[config.mk]
export PLATFORM = sky130hd
export DESIGN_NAME = output_writeback_flat
export DESIGN_NICKNAME = d
export VERILOG_FILES = /design/src/rtl/output_writeback_if.sv /design/src/rtl/output_writeback.sv /design/src/flat_wrapper.sv
export SDC_FILE = /design/constraint.sdc
export NUM_CORES = 1
export LEC_CHECK = 0
export CORE_MARGIN = 10
export CORE_UTILIZATION = 25
export DETAILED_ROUTE_END_ITERATION = 12
export SYNTH_ARGS = -nofsm -noshare
export SYNTH_HDL_FRONTEND = slang
export SYNTH_SLANG_ARGS = --single-unit
[constraint.sdc]
create_clock -name clk -period 11.3 [get_ports clk]
set_clock_uncertainty 0.1 [all_clocks]
set_input_delay 2.26 -clock clk [delete_from_list [all_inputs] [get_ports clk]]
set_output_delay 2.26 -clock clk [all_outputs]
set_load 0.005 [all_outputs]
[src/rtl/output_writeback_if.sv]
// Bus bundles for the writeback stage: the accumulator result stream
// coming in, and the valid/ready write port going out to external memory.
interface acc_stream_if #(
  parameter int DATA_W = 32,
  parameter int X_W    = 7,
  parameter int Y_W    = 7,
  parameter int CH_W   = 4
);
  logic [DATA_W-1:0] data;
  logic              valid;
  logic [X_W-1:0]    x;
  logic [Y_W-1:0]    y;
  logic [CH_W-1:0]   ch;

  modport master (output data, valid, x, y, ch);
  modport slave  (input  data, valid, x, y, ch);
endinterface

interface mem_write_if #(
  parameter int AW = 20,
  parameter int DW = 32
);
  logic [AW-1:0] addr;
  logic [DW-1:0] wdata;
  logic          valid;
  logic          ready;

  modport master (output addr, wdata, valid, input  ready);
  modport slave  (input  addr, wdata, valid, output ready);
endinterface

[src/rtl/output_writeback.sv]
// Requantizes accumulator results to IO_DATA_WIDTH, computes their memory
// address and streams them to external memory through a drop-on-full FIFO.
module output_writeback #(
  parameter int IO_DATA_WIDTH      = 16,
  parameter int ACCUMULATION_WIDTH = 32,
  parameter int EXT_MEM_HEIGHT     = 1 << 20,
  parameter int EXT_MEM_WIDTH      = 32,
  parameter int FEATURE_MAP_WIDTH  = 128,
  parameter int FEATURE_MAP_HEIGHT = 128,
  parameter int OUTPUT_NB_CHANNELS = 16,
  parameter int FIFO_DEPTH         = 8,
  parameter int BASE_ADDR          = 0
) (
  input  logic                          clk,
  input  logic                          arst,
  input  logic                          start,
  input  logic                          relu_en,
  input  logic [4:0]                    shift,
  acc_stream_if.slave                   acc,
  mem_write_if.master                   mem,
  output logic                          done,
  output logic                          overflow,
  output logic [$clog2(FIFO_DEPTH):0]   fifo_count
);

  localparam int AW    = $clog2(EXT_MEM_HEIGHT);
  localparam int PW    = $clog2(FIFO_DEPTH);
  localparam int AC    = ACCUMULATION_WIDTH;
  localparam int IO    = IO_DATA_WIDTH;
  localparam int FRAME = FEATURE_MAP_WIDTH * FEATURE_MAP_HEIGHT * OUTPUT_NB_CHANNELS;
  localparam int WCW   = (FRAME > 1) ? $clog2(FRAME) : 1;

  localparam logic signed [AC:0] SAT_MAX = {{(AC - IO + 2){1'b0}}, {(IO - 1){1'b1}}};
  localparam logic signed [AC:0] SAT_MIN = {{(AC - IO + 2){1'b1}}, {(IO - 1){1'b0}}};

  logic signed [AC:0]   q_v, q_rnd, q_sum, q_shr;
  logic signed [IO-1:0] q_res;
  logic [AW-1:0]        addr_calc;

  // One extra bit of headroom keeps the rounding add from wrapping.
  always_comb begin
    q_v = {acc.data[AC-1], acc.data};
    if (relu_en && acc.data[AC-1])
      q_v = '0;
    q_rnd = '0;
    if (shift != 5'd0)
      q_rnd = (AC + 1)'(1) << (shift - 5'd1);
    q_sum = q_v + q_rnd;
    q_shr = q_sum >>> shift;
    if (q_shr > SAT_MAX)
      q_res = {1'b0, {(IO - 1){1'b1}}};
    else if (q_shr < SAT_MIN)
      q_res = {1'b1, {(IO - 1){1'b0}}};
    else
      q_res = q_shr[IO-1:0];
  end

  // Arithmetic modulo 2^AW gives the same result as computing wide and truncating.
  assign addr_calc = AW'(BASE_ADDR)
                   + (AW'(acc.y) * AW'(FEATURE_MAP_WIDTH) + AW'(acc.x)) * AW'(OUTPUT_NB_CHANNELS)
                   + AW'(acc.ch);

  logic                 s_valid;
  logic [AW-1:0]        s_addr;
  logic signed [IO-1:0] s_data;

  always_ff @(posedge clk or posedge arst) begin
    if (arst) begin
      s_valid <= 1'b0;
      s_addr  <= '0;
      s_data  <= '0;
    end else if (start) begin
      s_valid <= 1'b0;
    end else begin
      s_valid <= acc.valid;
      if (acc.valid) begin
        s_addr <= addr_calc;
        s_data <= q_res;
      end
    end
  end

  logic [AW-1:0]        fifo_addr [FIFO_DEPTH];
  logic signed [IO-1:0] fifo_data [FIFO_DEPTH];
  logic [PW-1:0]        wr_ptr, rd_ptr;
  logic [PW:0]          count;
  logic [WCW-1:0]       wcnt;
  logic                 fifo_full, fifo_empty, pop, push_ok, drop;

  assign fifo_full  = (count == (PW + 1)'(FIFO_DEPTH));
  assign fifo_empty = (count == '0);
  assign pop        = !fifo_empty && mem.ready;
  assign push_ok    = s_valid && (!fifo_full || pop);
  assign drop       = s_valid && fifo_full && !pop;

  always_ff @(posedge clk) begin
    if (push_ok && !start) begin
      fifo_addr[wr_ptr] <= s_addr;
      fifo_data[wr_ptr] <= s_data;
    end
  end

  // The stream cannot be stalled, so a push into a full FIFO is dropped and flagged.
  always_ff @(posedge clk or posedge arst) begin
    if (arst) begin
      wr_ptr   <= '0;
      rd_ptr   <= '0;
      count    <= '0;
      wcnt     <= '0;
      done     <= 1'b0;
      overflow <= 1'b0;
    end else if (start) begin
      wr_ptr   <= '0;
      rd_ptr   <= '0;
      count    <= '0;
      wcnt     <= '0;
      done     <= 1'b0;
      overflow <= 1'b0;
    end else begin
      if (push_ok)
        wr_ptr <= wr_ptr + PW'(1);
      if (pop)
        rd_ptr <= rd_ptr + PW'(1);
      count <= count + (PW + 1)'(push_ok) - (PW + 1)'(pop);
      if (drop)
        overflow <= 1'b1;
      done <= pop && (wcnt == WCW'(FRAME - 1));
      if (pop)
        wcnt <= (wcnt == WCW'(FRAME - 1)) ? '0 : wcnt + WCW'(1);
    end
  end

  logic signed [IO-1:0]     head_data;
  logic [EXT_MEM_WIDTH-1:0] head_wide;

  assign head_data  = fifo_data[rd_ptr];
  assign head_wide  = {{(EXT_MEM_WIDTH - IO){head_data[IO-1]}}, head_data};
  assign mem.valid  = !fifo_empty;
  assign mem.addr   = fifo_empty ? '0 : fifo_addr[rd_ptr];
  assign mem.wdata  = fifo_empty ? '0 : head_wide;
  assign fifo_count = count;

endmodule
[src/flat_wrapper.sv]
// flat-port wrapper written by rule: the top's interface ports become plain ports
module output_writeback_flat 
#(
  parameter int IO_DATA_WIDTH      = 16,
  parameter int ACCUMULATION_WIDTH = 32,
  parameter int EXT_MEM_HEIGHT     = 1 << 20,
  parameter int EXT_MEM_WIDTH      = 32,
  parameter int FEATURE_MAP_WIDTH  = 128,
  parameter int FEATURE_MAP_HEIGHT = 128,
  parameter int OUTPUT_NB_CHANNELS = 16,
  parameter int FIFO_DEPTH         = 8,
  parameter int BASE_ADDR          = 0
)
  (clk, arst, start, relu_en, shift, done, overflow, fifo_count, acc_data, acc_valid, acc_x, acc_y, acc_ch, mem_addr, mem_wdata, mem_valid, mem_ready);
  acc_stream_if acc_i ();
  mem_write_if mem_i ();
  input  logic clk;
  input  logic arst;
  input  logic start;
  input  logic relu_en;
  input  logic [4:0] shift;
  output logic done;
  output logic overflow;
  output logic [$clog2(FIFO_DEPTH):0] fifo_count;
  input wire logic [$bits(acc_i.data)-1:0] acc_data;
  input wire logic [$bits(acc_i.valid)-1:0] acc_valid;
  input wire logic [$bits(acc_i.x)-1:0] acc_x;
  input wire logic [$bits(acc_i.y)-1:0] acc_y;
  input wire logic [$bits(acc_i.ch)-1:0] acc_ch;
  output wire logic [$bits(mem_i.addr)-1:0] mem_addr;
  output wire logic [$bits(mem_i.wdata)-1:0] mem_wdata;
  output wire logic [$bits(mem_i.valid)-1:0] mem_valid;
  input wire logic [$bits(mem_i.ready)-1:0] mem_ready;
  assign acc_i.data = acc_data;
  assign acc_i.valid = acc_valid;
  assign acc_i.x = acc_x;
  assign acc_i.y = acc_y;
  assign acc_i.ch = acc_ch;
  assign mem_addr = mem_i.addr;
  assign mem_wdata = mem_i.wdata;
  assign mem_valid = mem_i.valid;
  assign mem_i.ready = mem_ready;
  output_writeback #(.IO_DATA_WIDTH(IO_DATA_WIDTH), .ACCUMULATION_WIDTH(ACCUMULATION_WIDTH), .EXT_MEM_HEIGHT(EXT_MEM_HEIGHT), .EXT_MEM_WIDTH(EXT_MEM_WIDTH), .FEATURE_MAP_WIDTH(FEATURE_MAP_WIDTH), .FEATURE_MAP_HEIGHT(FEATURE_MAP_HEIGHT), .OUTPUT_NB_CHANNELS(OUTPUT_NB_CHANNELS), .FIFO_DEPTH(FIFO_DEPTH), .BASE_ADDR(BASE_ADDR)) u_core (.clk(clk), .arst(arst), .start(start), .relu_en(relu_en), .shift(shift), .acc(acc_i), .mem(mem_i), .done(done), .overflow(overflow), .fifo_count(fifo_count));
endmodule
# Word level (Yosys, flattened, before mapping)
# Memory sizes are Yosys's and may differ from the RTL's.
# Index checks and enable logic that the tools add are counted.
[totals]
in_bits = 61
elab_cells = 65
mem_count = 2
out_inout_bits = 59
ramBits = 288
register_bits = 67
[op_classes]
n_bitwise = 1
shifts = 2
eq_ne = 2
n_mux = 20
n_reduce_logical = 18
n_addsub = 9
magnitude_cmp = 2
[mem_list]
columns = ["memory", "words", "word_bits", "rd", "rd_ports_with_merged_regs", "write_ports", "line", "text"]
rows = [
  ["u_core.fifo_addr", 8, 20, 1, 0, 1, "output_writeback.sv:83", "logic [AW-1:0] fifo_addr [FIFO_DEPTH];"],
  ["u_core.fifo_data", 8, 16, 1, 0, 1, "output_writeback.sv:84", "logic signed [IO-1:0] fifo_data [FIFO_DEPTH];"],
]
[ops]
columns = ["operator", "n"]
rows = [
  ["$mux W33", 2],
  ["$mux W18", 3],
  ["$add A33 B33 Y33", 1],
  ["$gt A33 B16 Y1 const B", 1],
  ["$lt A33 B16 Y1 const B", 1],
  ["$shl A1 B5 Y33 const A", 1],
  ["$sshr A33 B5 Y33", 1],
  ["$mux W16", 2],
  ["$mux W32", 1],
  ["$add A20 B4 Y20", 1],
  ["$mux W20", 1],
  ["$add A18 B1 Y18 const B", 1],
  ["$eq A18 B18 Y1 const B", 1],
  ["$add A14 B7 Y15", 1],
  ["$mux W3", 4],
  ["$logic_and A1 B1 Y1", 7],
  ["$add A3 B1 Y3 const B", 2],
  ["$mux W1", 6],
  ["$reduce_bool A2 Y1", 3],
  ["$reduce_bool A5 Y1", 1],
  ["$sub A5 B1 Y5 const B", 1],
  ["$add A4 B1 Y4", 1],
  ["$eq A4 B4 Y1 const B", 1],
  ["$logic_not A1 Y1", 4],
  ["other kinds (6)", 6],
]

# Logic depth before layout (Yosys ltp)
# Gate-level depths: netlist (run 1).
[logic_depth]
word_depth = 8
mapped_depth = 22
depth_no_buf = 18

# Least setup slack after synthesis (run 1)
# Ideal clock, no wire load.
[synth_timing]
kind = "input-to-reg"
startpoint = "input shift[2]"
endpoint = "register u_core.s_data[8]"
stages = 22
setup_slack_ns = 4.223
t_arrival_ns = 6.846
path_buffers = 7
t_required_ns = 11.069
setup_ns = 0.131
cell_sequence = "clkbuf_1 > buf_1 > buf_1 > buf_1 > nand3_1 > nor2_1 > ha_1 > clkbuf_1 > nand2_1 > nor2_1 > a221o_1 > a211o_1 > a21oi_1 > nor2_1 > clkbuf_1 > nor2_1 > o21ai_0 > a2111oi_0 > nand4_1 > o21ai_1 > buf_2 > o22ai_1"
[synth_via]
elab_chain_cells = 8
elab_cells_between_ends = 10
classes_between = "add/sub (2); order compare (2); shift (2); mux (3); reduce/logical (1)"
[synth_lines]
columns = ["element", "line", "text"]
rows = [
  ["start, declared", "flat_wrapper.sv:21", "input logic [4:0] shift;"],
  ["$sub A5 B1 Y5", "output_writeback.sv:47", "q_rnd = (AC + 1)'(1) << (shift - 5'd1);"],
  ["$shl A1 B5 Y33", "output_writeback.sv:47", ""],
  ["$mux W33", "output_writeback.sv:46", "if (shift != 5'd0)"],
  ["$add A33 B33 Y33", "output_writeback.sv:48", "q_sum = q_v + q_rnd;"],
  ["$sshr A33 B5 Y33 (*)", "output_writeback.sv:49", "q_shr = q_sum >>> shift;"],
  ["$lt A33 B16 Y1", "output_writeback.sv:52", "else if (q_shr < SAT_MIN)"],
  ["$mux W16", "output_writeback.sv:52", ""],
  ["$mux W16 (*)", "output_writeback.sv:50", "if (q_shr > SAT_MAX)"],
  ["end signal, assigned", "output_writeback.sv:78", "s_data <= q_res;"],
  ["end, declared", "output_writeback.sv:65", "logic signed [IO-1:0] s_data;"],
]
# Every way passes the cells marked *; elsewhere a longest branch is shown, timed or not.
# A chain may end at the register's enable or synchronous reset.

# Worst setup path after layout (run 1)
[layout_timing]
startpoint = "input shift[1]"
endpoint = "register u_core.s_data[4]"
# The elaborated chain is that of the path after synthesis.

==> impl_metrics.yaml, run 1 <==
grt:
  grt_first_pass_wirelength_mm: 77.4
  grt_util_all_layers_pct: 11.3
  grt_max_degree: 71
  grt_remaining_overflow: 0
  grt_pass1_vias: 12986
  grt_antenna_before_repair: 0
cells_and_area:
  final_core_util_pct: 29.6
  diodes: 0
  drive_above_1_share_pct: 13.8
  areaGrowthSynthToFinish_pct: 17.4
  nNetsFinal: 1679
floorplan:
  num_rows: 99
  die_area_um2: 84700
  design.core.area_um2: 73000
  initial_core_util_pct: 25.2
  fp.dieW_um: 291
  die_h_um: 291
  io_pins: 120
setup_path:
  cp-end-kind: "flop"
  crit_chain: "clkdlybuf4s50_1 > buf_4 > inv_1 > nor2_1 > nand3_1 > inv_1 > ha_1 > a211oi_2 > o21ai_1 > and3_1 > or3_1 > xor2_1 > nor2_1 > a2111oi_0 > a211oi_1 > or3b_1 > nor4_2 > a21oi_2 > o41ai_2"
  cp_slowest_cell: "a2111oi_0"
  cp.arrival_ps: 8800
  max_stage_delay_ps: 1040
  worst_ep_required_time_ps: 11620
  crit_buf_inv: 4
  path_max_fanout: 20
  crit_type: "input pin to flop"
  start_kind: "input pin"
  crit_family: "simple AND/OR/NAND/NOR gates"
cts:
  cts.sinks: 337
  cts_hold_buffers: 0
  clk_root_buffer_cell: "clkbuf_16"
  cts_post_setup_buffers_inserted: 0
  clk_latency_ps: 520
  cts_buffer_depth: 3
  cts_tree: "done"
  post_cts_resized: 0
  cts_buffers: 34
  cts_max_level: 2
  clk_pin_slew_ps: 60
drt:
  vias: 12742
  ant_nets: 0
  viasPerCell: 4.98
  drt-initial-drc-count: 1132
  firstDrtPassIters: 5
  wl_mm: 49.9
  drc: 0
  wire_per_inst_um: 19.5
logic_synthesis:
  synth_xor_area_share_pct: 2.00
  synthAdderAreaFrac_pct: 3.01
  synth_top_family_by_area: "multiplexers"
  ys_async_sr_fraction_pct: 19.3
  synth-main-ff-cell: "edfxtp_1"
  synthMuxAreaShare_pct: 14.7
  yosysUniqueCellTypes: 91
  synth_simple_gate_area_share_pct: 11.9
  synth_area_per_cell_um2: 12.3
  synth_edf_count: 272
  yosysWarnings: 0
  synth_seq_cells: 337
  syn_area_um2: 18400
  synth_cells: 1500
  synth_compound_area_share_pct: 11.8
  synth-seq-area-share_pct: 53.3
timing:
  fin_crit_ps: 8480
  fin_crit_sh_pct: 75.0
  slew_viol_final: 0
  fmax_mhz: 118
  tns_ps: 0
  hold_viol_final: 0
  rsz0062_at_grt: "false"
  worst_pin_slew_ps: 1200
  setup_violations: 0
  max_slew_margin_pct: 17.9
pwr:
  leakage_nw: 7.18
  ir_drop_v: 0.000118
  cellPowerDensity_nw_per_um2: 167
place:
  dpl.hpwl_mm: 33.1
  gp_congestion: 0.910
  port-buffer-count: 117
job:
  max_cap_viol_count: 0
run_status:
  status: "completed"
hold_path:
  worstHoldPathType: "flop to flop"
sequential cells by signal (all words and copies together) (netlist names), 3 cells and up:
register and count:
u_core.s_data 16, u_core.fifo_count 4, u_core.rd_ptr 3, u_core.wr_ptr 3, u_core.fifo_addr 144, u_core.fifo_data 128
u_core.s_addr 18, u_core.wcnt 18
metal layers:
| metal | global-route usage (%) | wire, um | up-vias |
|---|---|---|---|
| li1 | - | - | 5902 |
| met5 | 0 | 0 | - |
| met4 | 2.67 | 894 | 0 |
| met2 | 19.7 | 24700 | 395 |
| met1 | 14.6 | 21900 | 6381 |
| met3 | 1.58 | 2380 | 64 |
path summary, 6_finish.rpt:
kind / from / to / slack [ps] / depth (start not counted)
max in group asynchronous: arst / u_core.rd_ptr[0]$_DFFE_PP0P_ / 8120 / 3
worst min register to register: u_core.overflow$_DFFE_PP0P_ / u_core.overflow$_DFFE_PP0P_ / 420 / 2
worst max register to register: u_core.fifo_count[1]$_DFF_PP0_ / u_core.fifo_count[2]$_DFF_PP0_ / 7690 / 11
min in group asynchronous: arst / u_core.fifo_count[2]$_DFF_PP0_ / 2250 / 3
worst max-delay path: shift[1] / u_core.s_data[4]$_DFFE_PP0P_ / 2820 / 19
worst min-delay path: u_core.overflow$_DFFE_PP0P_ / u_core.overflow$_DFFE_PP0P_ / 420 / 2
area by class of cell:
cell class                      count  area, um2
Sequential cell                   337       9800
Multi-Input combinational cell   1035       8050
Inverter                           22       83.8
Timing Repair Buffer              145       1380
Fill cell                        7302      51400
Clock buffer                       45        923
Tap cell                          959       1200
Clock inverter                     17        130
cells in the mapped netlist (all sizes together) (5+ instances only):
cell type,number,area (um2)
nand3,25,125
nand2b,8,50.1
mux2,23,259
o211ai,26,205
or3,9,61.3
xor2,23,201
nor2b,6,47.5
o2111ai,5,43.8
mux2i,62,621
o21ai,61,313
nor2,191,717
and3,10,62.6
inv,19,71.3
dfrtp,65,1630
and4,7,61.3
mux4,81,1820
o21a,14,105
ha,41,513
o22ai,21,131
buf,58,328
a21oi,71,389
a22oi,6,45.0
a21o,13,97.6
clkbuf,50,188
a211o,6,52.6
o221ai,13,114
nor3,28,145
edfxtp,272,8170
nor4,8,56.3
xnor2,19,166
and2,40,250
nand2,109,412
a211oi,23,195
nand4,17,106
tightest hold or removal path: cells and delay by family (launching register included):
family | cells | cell delay (ps)
compound gates | 1 | 50
flops | 1 | 360
simple gates | 1 | 70
report_power, final:
group	leakage, nW	switching (mW)	total (mW)	internal, mW
clock network	0.519	0.456	1.06	0.603
registers	3.22	0.0832	1.50	1.42
logic	3.44	0.499	1.04	0.538
cell usage in the layout (no fill, tap or decap), drive strengths merged, types with 14 or more instances in the layout:
cell type | Yosys | layout
edfxtp | 272 | 272
nor2 | 191 | 191
clkdlybuf4s50 | 0 | 117
nand2 | 109 | 109
mux4 | 81 | 81
a21oi | 71 | 71
dfrtp | 65 | 65
mux2i | 62 | 62
o21ai | 61 | 61
clkbuf | 50 | 45
ha | 41 | 41
and2 | 40 | 40
buf | 58 | 28
nor3 | 28 | 28
o211ai | 26 | 26
nand3 | 25 | 25
xor2 | 23 | 23
mux2 | 23 | 23
a211oi | 23 | 23
o22ai | 21 | 21
xnor2 | 19 | 19
clkinv | 3 | 19
inv | 19 | 18
nand4 | 17 | 17
o21a | 14 | 14
through the flow:
step | setup slack, ps | instances | instance area [um2] | total power [mW] | hold slack (ps)
after CTS | 2900 | 2560 | 21600 | 3.66 | 431
after global routing | 2290 | 2560 | 21600 | 3.79 | 456
final | 2820 | 2560 | 21600 | 3.60 | 424
after detailed placement | 2350 | 2498 | 20500 | 2.59 | 416
after floorplan | 4220 | 1502 | 18400 | 2.14 | 390
after global placement | 2400 | 2498 | 20500 | 2.58 | 396
cell families after synthesis:
| kind of cell | count (synthesis) |
|---|---|
| xor gates and xnor gates | 42 |
| DFF | 337 |
| other | 1 |
| buffers and inverters | 130 |
| and+or+nand+nor | 471 |
| muxes | 166 |
| AOI/OAI and AO/OA | 310 |
| adders and majority gates | 43 |
Note: power is estimated with default switching activity, not from simulation.
==> inputs of run 2 (changes only) <==
clock period = 8.1 ns   (was 11.3 ns; I/O delays follow)
==> impl_metrics.yaml, run 2 (synthesis results as in run 1) <==
cts:
  clk_pin_slew_ps: 60
  cts_buffer_depth: 3
  cts_buffers: 31
  cts_max_level: 1
  cts.sinks: 337
  clk_latency_ps: 570
  cts_tree: "done"
  post_cts_resized: 0
  cts_hold_buffers: 0
  cts_post_setup_buffers_inserted: 0
  clk_root_buffer_cell: "clkbuf_16"
drt:
  drt-initial-drc-count: 1183
  drc: 0
  ant_nets: 0
  firstDrtPassIters: 6
  viasPerCell: 5.00
  vias: 12996
  wl_mm: 50.5
  wire_per_inst_um: 19.4
pwr:
  power_mw: 5.06
  cellPowerDensity_nw_per_um2: 231
  leakage_nw: 7.40
  ir_drop_v: 0.000178
floorplan:
  initial_core_util_pct: 25.2
  die_area_um2: 84700
  die_h_um: 291
  num_rows: 99
  io_pins: 120
  design.core.area_um2: 73000
  fp.dieW_um: 291
timing:
  worst_pin_slew_ps: 1000
  hold_viol_final: 0
  slew_viol_final: 0
  setup_violations: 0
  fin_crit_sh_pct: 85.3
  rsz0062_at_grt: "false"
  tns_ps: 0
  fin_crit_ps: 6910
  max_slew_margin_pct: 33.3
  fmax_mhz: 145
cells_and_area:
  reg_top3: "u_core.fifo_addr x144, u_core.fifo_data x128"
  top_register: "u_core.fifo_addr"
  nNetsFinal: 1721
  layout_commonest_cell: "edfxtp_1"
  drive_above_1_share_pct: 16.6
  diodes: 0
  mostFrequentLayoutCells: "272 x edfxtp_1, 185 x nor2_1, 117 x clkdlybuf4s50_1"
  areaGrowthSynthToFinish_pct: 19.3
  largest_reg_flops: 144
setup_path:
  worst_ep_required_time_ps: 8490
  crit_type: "input pin to flop"
  cp.arrival_ps: 7300
  cp-end-kind: "flop"
  path_max_fanout: 13
  start_kind: "input pin"
job:
  max_cap_viol_count: 0
grt:
  grt_util_all_layers_pct: 11.4
  grt_max_degree: 66
  grt_pass1_vias: 13284
  grt_first_pass_wirelength_mm: 78.4
  grt_remaining_overflow: 0
  grt_antenna_before_repair: 1
place:
  dpl.hpwl_mm: 34.6
  gp_congestion: 0.934
  port-buffer-count: 117
hold_path:
  worstHoldPathType: "flop to flop"
run_status:
  status: "completed"
==> run 2: cell count changes in the layout (fill, tap and decap cells not counted), moves of 3 or more <==
cell	before	now
clkbuf_16	35	32
clkinv_1	7	3
clkbuf_1	9	3
buf_4	28	73
==> run 2: metrics by stage <==
stage / setup slack (ps) / std cells / hold WS (ps) / instance area [um2] / utilization, %
floorplan: 1660 / 1502 / 390 / 18400 / -
global placement: 756 / 2543 / 399 / 20900 / 28.6
detailed placement: 657 / 2543 / 431 / 20900 / 28.6
CTS: 1230 / 2601 / 449 / 21900 / 30.0
global route: 799 / 2601 / 487 / 21900 / 30.0
finish: 1190 / 2601 / 446 / 21900 / 30.0
==> run 2: power by group <==
| part | leakage (nW) | internal [mW] | switching, mW |
|---|---|---|---|
| registers | 3.22 | 1.98 | 0.137 |
| logic | 3.66 | 0.765 | 0.685 |
| clock network | 0.523 | 0.854 | 0.641 |
| total | 7.40 | 3.60 | 1.46 |
==> run 2: critical path, cell delays in order <==
cell             delay [ps]
clkdlybuf4s50_1         670
inv_1                   230
nand2_1                 110
nor3_1                  310
ha_1                    270
inv_1                    70
fa_1                    400
nand2b_1                180
a21oi_1                 360
o211ai_1                230
and3b_1                 220
nor3_1                  390
mux2i_1                 160
a2111oi_0               610
buf_4                   210
a211oi_1                 60
or3b_1                  410
nor4_2                  300
a21oi_2                 120
buf_4                   200
o22ai_1                 150
==> run 2: worst paths after layout <==
check	from	end	slack (ps)	cells after the start
max	shift[1]	u_core.s_data[7]$_DFFE_PP0P_	1190	21
min	u_core.wcnt[13]$_DFFE_PP0P_	u_core.wcnt[13]$_DFFE_PP0P_	450	2
max reg2reg	u_core.fifo_count[1]$_DFF_PP0_	u_core.fifo_count[2]$_DFF_PP0_	4450	11
min reg2reg	u_core.wcnt[13]$_DFFE_PP0P_	u_core.wcnt[13]$_DFFE_PP0P_	450	2
max in group asynchronous	arst	u_core.rd_ptr[0]$_DFFE_PP0P_	5630	3
min in group asynchronous	arst	u_core.fifo_count[2]$_DFF_PP0_	1560	3
==> run 2: final cells by class <==
type                            instances  area (um2)
Timing Repair Buffer                  190        1720
Tap cell                              959        1200
Clock inverter                         19         208
Inverter                               22        83.8
Fill cell                            7303       51000
Clock buffer                           39         855
Sequential cell                       337        9800
Multi-Input combinational cell       1035        8050
==> run 2: routing by layer <==
| metal | share of wire [%] | GRT usage [%] | vias up | wire length (um) |
|---|---|---|---|---|
| li1 | - | - | 5981 | - |
| met1 | 42 | 14.5 | 6501 | 21400 |
| met2 | 50 | 20.1 | 441 | 25300 |
| met3 | 5.7 | 1.45 | 71 | 2880 |
| met4 | 2.0 | 2.78 | 2 | 1000 |
| met5 | 0.026 | 0 | - | 13 |
